==> config.mk <==
export PLATFORM = sky130hd
export DESIGN_NAME = jamma_input_scanner
export DESIGN_NICKNAME = d
export VERILOG_FILES = /design/src/rtl/jamma_input_scanner.sv
export SDC_FILE = /design/constraint.sdc
export NUM_CORES = 1
export LEC_CHECK = 0
export CAP_MARGIN = 40
export CORE_UTILIZATION = 65
export CTS_BUF_LIST = sky130_fd_sc_hd__clkbuf_4 sky130_fd_sc_hd__clkbuf_8 sky130_fd_sc_hd__clkbuf_16
export DETAILED_ROUTE_END_ITERATION = 16
export PLACE_DENSITY = 0.86
export SLEW_MARGIN = 20
export SYNTH_ARGS = -nofsm -noshare
export SYNTH_HDL_FRONTEND = slang
export SYNTH_SLANG_ARGS = --single-unit
==> constraint.sdc <==
create_clock -name clk -period 11.3 [get_ports clk]
set_clock_uncertainty 0.05 [all_clocks]
set_input_delay 2.26 -clock clk [delete_from_list [all_inputs] [get_ports clk]]
set_output_delay 2.26 -clock clk [all_outputs]
set_load 0.02 [all_outputs]
==> src/rtl/jamma_input_scanner.sv <==
`default_nettype none
// ============================================================================
// jamma_input_scanner : time-multiplexed JAMMA P1/P2/coin scanner with
//                       per-bit debounce and on-board joystick merge.
// Revision 1.0
// ============================================================================
module jamma_input_scanner #(
    parameter int SETTLE = 3,
    parameter int DEB_N  = 3
) (
    input  logic       clk,
    input  logic       reset,
    input  logic [7:0] jjoy,
    input  logic [1:0] jcoin,
    input  logic [5:0] kbd_joy,
    output logic       jselect,
    output logic [7:0] joystick1,
    output logic [7:0] joystick2,
    output logic [1:0] coin,
    output logic       scan_done
);

    localparam int             CW            = (SETTLE > 2) ? $clog2(SETTLE) : 2;
    localparam logic [CW-1:0]  SETTLE_RELOAD = CW'(SETTLE - 1);
    localparam logic [3:0]     DEB_LIMIT     = 4'(DEB_N);

    localparam logic [1:0] P1_SETTLE = 2'd0;
    localparam logic [1:0] P1_SAMPLE = 2'd1;
    localparam logic [1:0] P2_SETTLE = 2'd2;
    localparam logic [1:0] P2_SAMPLE = 2'd3;

    logic [7:0]    jjoy_meta_q, jjoy_meta_d, jjoy_sync_q, jjoy_sync_d;
    logic [1:0]    jcoin_meta_q, jcoin_meta_d, jcoin_sync_q, jcoin_sync_d;
    logic [5:0]    kbd_meta_q, kbd_meta_d, kbd_sync_q, kbd_sync_d;
    logic [1:0]    state_q, state_d;
    logic [CW-1:0] cnt_q, cnt_d;
    logic          jselect_q, jselect_d;
    logic          scan_done_q, scan_done_d;
    logic [17:0]   sample_vec, sample_en, stable_vec;

    always_comb begin
        jjoy_meta_d  = jjoy;
        jjoy_sync_d  = jjoy_meta_q;
        jcoin_meta_d = jcoin;
        jcoin_sync_d = jcoin_meta_q;
        kbd_meta_d   = kbd_joy;
        kbd_sync_d   = kbd_meta_q;
    end

    always_ff @(posedge clk or posedge reset) begin
        if (reset) begin
            jjoy_meta_q  <= '1;
            jjoy_sync_q  <= '1;
            jcoin_meta_q <= '1;
            jcoin_sync_q <= '1;
            kbd_meta_q   <= '1;
            kbd_sync_q   <= '1;
        end else begin
            jjoy_meta_q  <= jjoy_meta_d;
            jjoy_sync_q  <= jjoy_sync_d;
            jcoin_meta_q <= jcoin_meta_d;
            jcoin_sync_q <= jcoin_sync_d;
            kbd_meta_q   <= kbd_meta_d;
            kbd_sync_q   <= kbd_sync_d;
        end
    end

    // jselect only moves on entry to a settle phase, so the mux has the
    // whole settle window to propagate through the synchroniser.
    always_comb begin
        state_d     = state_q;
        cnt_d       = cnt_q;
        jselect_d   = jselect_q;
        scan_done_d = 1'b0;
        case (state_q)
            P1_SETTLE: begin
                if (cnt_q == '0) state_d = P1_SAMPLE;
                else             cnt_d   = cnt_q - CW'(1);
            end
            P1_SAMPLE: begin
                state_d   = P2_SETTLE;
                cnt_d     = SETTLE_RELOAD;
                jselect_d = 1'b1;
            end
            P2_SETTLE: begin
                if (cnt_q == '0) state_d = P2_SAMPLE;
                else             cnt_d   = cnt_q - CW'(1);
            end
            P2_SAMPLE: begin
                state_d     = P1_SETTLE;
                cnt_d       = SETTLE_RELOAD;
                jselect_d   = 1'b0;
                scan_done_d = 1'b1;
            end
            default: begin
                state_d   = P1_SETTLE;
                cnt_d     = SETTLE_RELOAD;
                jselect_d = 1'b0;
            end
        endcase
    end

    always_ff @(posedge clk or posedge reset) begin
        if (reset) begin
            state_q     <= P1_SETTLE;
            cnt_q       <= SETTLE_RELOAD;
            jselect_q   <= 1'b0;
            scan_done_q <= 1'b0;
        end else begin
            state_q     <= state_d;
            cnt_q       <= cnt_d;
            jselect_q   <= jselect_d;
            scan_done_q <= scan_done_d;
        end
    end

    // Bit map: [7:0] player 1, [15:8] player 2, [17:16] coins.
    assign sample_vec = {jcoin_sync_q, jjoy_sync_q, jjoy_sync_q};
    assign sample_en  = {{10{state_q == P2_SAMPLE}}, {8{state_q == P1_SAMPLE}}};

    for (genvar i = 0; i < 18; i++) begin : g_deb
        logic [3:0] deb_cnt_q, deb_cnt_d, deb_inc;
        logic       stable_q, stable_d;

        always_comb begin
            deb_cnt_d = deb_cnt_q;
            stable_d  = stable_q;
            deb_inc   = deb_cnt_q + 4'd1;
            if (sample_en[i]) begin
                if (sample_vec[i] == stable_q) begin
                    deb_cnt_d = '0;
                end else if (deb_inc == DEB_LIMIT) begin
                    stable_d  = sample_vec[i];
                    deb_cnt_d = '0;
                end else begin
                    deb_cnt_d = deb_inc;
                end
            end
        end

        always_ff @(posedge clk or posedge reset) begin
            if (reset) begin
                deb_cnt_q <= '0;
                stable_q  <= 1'b1;
            end else begin
                deb_cnt_q <= deb_cnt_d;
                stable_q  <= stable_d;
            end
        end

        assign stable_vec[i] = stable_q;
    end

    assign jselect   = jselect_q;
    assign scan_done = scan_done_q;
    assign joystick1 = {stable_vec[7:6], stable_vec[5:0] & kbd_sync_q};
    assign joystick2 = stable_vec[15:8];
    assign coin      = stable_vec[17:16];

endmodule
`default_nettype wire

==> run summary <==
Derived from the worst setup path, the maximum achievable clock frequency is 242 MHz. The initial antenna violation count was 0. The routed wire length per instance is 16.1 µm, and the register-to-register path setup slack is 8.82 ns.

Post-CTS repair changed the size of 0 cells. Once detail routing completed, the nets flagged for antenna violations numbered 0. The first global-routing pass estimated 23900 µm of wire. Summed over all instances, the cell type with the most area after synthesis is dfrtp_1. TritonCTS built the clock tree.

The clock tree root driver cell was clkbuf_8. For the max-slew violation count, the log shows 0. After clock tree synthesis, the setup repair step added 0 buffers.

The chip height is 105 µm. Dividing the detail-routed via count by the number of cells gives 6.06. Once placement finished, the instance area stood at 7330 µm². The initial utilization of the core area, before any placement, comes to 66.9%.

Grouping stages by cell kind, the critical path spends the most delay in buffers and inverters. In the final layout, the share of cells above drive strength 1 is 16.3%. The tools report the final global-route overflow total as 0. Slew at the pin closest to its max-slew limit: 0.682 ns.

The worst setup path is of the reg -> out kind. Clock tree synthesis found a total of 128 sinks. Critical path startpoint category: a register. Ranked by total cell area, the synthesized netlist is headed by dfrtp_1 (28%), dfstp_2 (19%), ha_1 (7.6%). Sequential cells were found to cover 47.3% of the synthesized design area. The logs give 0 for the hold buffer count at CTS and 54.5% for the worst max-slew margin expressed relative to the limit.

Setup repair after global routing left no endpoint under its margin. Synthesized instance count: 681. The first detailed-routing pass took 5 iterations. Clock-pin slew was measured on the worst setup and hold paths at 0.06 ns.

The cell with the most instances after synthesis was nand2_1. Critical path buffer and inverter count: 1. The signal on the critical path passes through and2_1 > clkdlybuf4s50_1.

The worst register-to-register path ends at g_deb[15].stable_q. Summing over every cut layer, the via total after detailed routing is 5243. Across every metal layer, demand over resource in global routing totals 27.6%.

Fill cell instance count of the final layout: 642. The floorplan step defined a die boundary enclosing 11000 µm². The flow ran to the end, and the final reports show no timing, DRC or antenna violations. The number of ports placed on the die boundary was 38; the detailed-route wire length was 13900 µm. The net count reported at finish is 776. The core region is 10300 µm². The number of violations of the max-capacitance limit came out at 0.

The number of global-route vias before repair was 5309. Port buffering added 37 buffers. Counting along the longest clock path gives a buffer depth of 2. The worst register-to-register path begins at state_q[0]. The worst hold path passes through 0 cells.

The average instance in the mapped netlist occupies 10.1 µm². For the number of endpoints with negative hold slack in the final report, the log shows 0. Counting flops with an async set or reset pin after synthesis yields a share of 100%. The length in cells of the worst reg-to-reg path is 6, and the count of routing violations after the opening detailed-route iteration is 246.

The number of antenna diodes in the final layout is 0. STA classifies the critical path endpoint as a primary output. On the worst path, the slowest cell contributes a delay of 0.62 ns.

The area growth from synthesis to layout is 14.9%. The TritonCTS buffer count was 17. The summed negative setup slack over all endpoints was 0 ns; the required arrival time at the worst endpoint was 8.99 ns.

The run gives 1.82 ns as the worst path arrival time. Cell area after layout: 7940 µm². In this run, synthesis produced a sequential element count of 128.

The width of the die was 105 µm. Synthesis produced a netlist with a net count of 741. Setup violations remaining at the end of the flow were counted as 0. Yosys printed 0 warnings.

The tools report the first element of the critical path as g_deb[3].stable_q. The wire-length estimate of the detail-placed layout is 9200 µm. The cell area power density is 174 nW/µm². Following the worst setup path forward leads to its endpoint at joystick1[3]. The tightest hold path in the finished design has a slack of 0.302 ns.

Of all nets on the critical path, the largest fanout is 3. Worst-path cell with the longest stage delay: clkdlybuf4s50_1. For the largest net degree at the start of global routing, the log shows 57. The ratio of final minimum period to clock period is 36.5%. Counting buffers and inverters, the worst setup path is 2 cells deep. Counting distinct cell types in the post-synthesis netlist gives 46.

Ranked by instance count, the synthesized netlist is headed by nand2_1 (85), dfrtp_1 (77), o21ai_0 (63), dfstp_2 (51). The analysis attributes to cell leakage a power of 3.39 nW. The clock latency of the later-clocked register in the worst-skew pair came out at 0.53 ns. Row generation in the floorplan step produced 37 rows. In this run the worst hold path is classified as reg -> reg.

IR analysis of the VDD net gives a maximum drop of 0.000137 V. The clock period minus final worst setup slack is 4.13 ns. The tools report the routability-driven placement congestion ratio as 0.880.

After detailed routing, the number of remaining DRC violations is 0. The portion of synthesized cell area occupied by the leading cell type came out at 27.9%. In the synthesized netlist the dominant register cell turns out to be dfrtp_1. Number of enable flip-flop cells after synthesis: 0. The tools report the post-synth design cell area as 6910 µm². The number of H-tree branching levels is 4.
-- layout make-up --
| class | count | area [µm²] | share of cell area, % |
|---|---|---|---|
| tap | 136 | 170 | 2.14 |
| clock inverter | 11 | 163 | 2.05 |
| sequential | 128 | 3270 | 41.2 |
| inverter | 44 | 168 | 2.11 |
| clock buffer | 21 | 450 | 5.67 |
| multi-input combinational | 484 | 3310 | 41.7 |
| timing repair buffer | 41 | 413 | 5.20 |
-- cell usage in the layout, fill, tap and decap left out, types with 7 or more instances in the layout --
cell type	Yosys	routed
o22ai_1	8	8
mux2_2	15	15
o41ai_2	7	7
and2_1	22	22
a21oi_1	17	17
xnor2_1	18	18
inv_1	42	41
o32ai_1	10	10
o21ai_0	63	63
clkbuf_16	0	16
nor2_1	29	29
and3_1	15	15
nand2b_1	16	16
mux2i_1	13	13
clkdlybuf4s50_1	0	37
nand3_1	26	26
ha_1	42	42
nand4_1	9	9
and4_1	18	18
o31ai_1	10	10
o2bb2ai_1	13	13
dfstp_2	51	51
dfrtp_1	77	77
nand2_1	85	85
-- through the flow --
stage	setup WS [ns]	power [mW]	utilization [%]	std cells
finish	7.17	1.38	76.9	865
global route	7.12	1.44	76.9	865
CTS	7.15	1.38	76.9	865
detailed placement	7.27	0.816	71.0	833
global placement	7.11	0.793	70.8	832
floorplan	5.66	0.751	-	681
-- cell families (layout without fill, tap and decap cells) --
kind of cell | Yosys count | after routing | synth area share [%]
simple gates | 237 | 237 | 17.6
mux | 31 | 31 | 4.82
fa+ha+maj | 42 | 42 | 7.61
xor+xnor | 18 | 18 | 2.28
buf+inv | 69 | 117 | 4.80
flops | 128 | 128 | 47.3
compound gates | 156 | 156 | 15.6
-- worst reg2reg max path, delay by kind of cell (launching register included) --
| family | cells | cell delay [ns] |
|---|---|---|
| mux | 1 | 0.36 |
| fa+ha+maj | 1 | 0.16 |
| flops | 1 | 0.39 |
| simple gates | 1 | 0.48 |
| buf+inv | 2 | 0.79 |
| compound gates | 1 | 0.19 |
-- metal layers --
| metal | part of all wire (%) | wire (µm) | GRT usage (%) |
|---|---|---|---|
| met1 | 42 | 5850 | 32.4 |
| met2 | 52 | 7180 | 47.9 |
| met3 | 3.8 | 523 | 6.61 |
| met4 | 2.7 | 382 | 12.6 |
| met5 | 0 | 0 | 0 |
-- sequential cells by signal, summed over array words and instances (netlist names) --
| register | cells |
|---|---|
| kbd_sync_q | 6 |
| jselect | 1 |
| g_deb.deb_cnt_q | 72 |
| jjoy_meta_q | 8 |
| jjoy_sync_q | 8 |
| state_q | 2 |
| cnt_q | 2 |
| jcoin_meta_q | 2 |
| g_deb.stable_q | 18 |
| jcoin_sync_q | 2 |
| kbd_meta_q | 6 |
| scan_done | 1 |
-- power by group --
group          leakage (nW)  switching [mW]  total, mW  internal (mW)
sequential             1.57          0.0636      0.586          0.522
clock                 0.298           0.196      0.565          0.369
combinational          1.52           0.123      0.229          0.106
total                  3.39           0.382       1.38          0.997
-- how the worst min path moves through the flow --
stage	startpoint	end	slack (ns)
after floorplan	jcoin_meta_q[0]	jcoin_sync_q[0]	0.30
after global placement	jjoy_meta_q[7]	jjoy_sync_q[7]	0.30
after detailed placement	jjoy_meta_q[4]	jjoy_sync_q[4]	0.30
after CTS	jjoy_meta_q[4]	jjoy_sync_q[4]	0.30
after global routing	jjoy_meta_q[1]	jjoy_sync_q[1]	0.31
final	jjoy_meta_q[2]	jjoy_sync_q[2]	0.30
(Power assumes the default switching activity.)
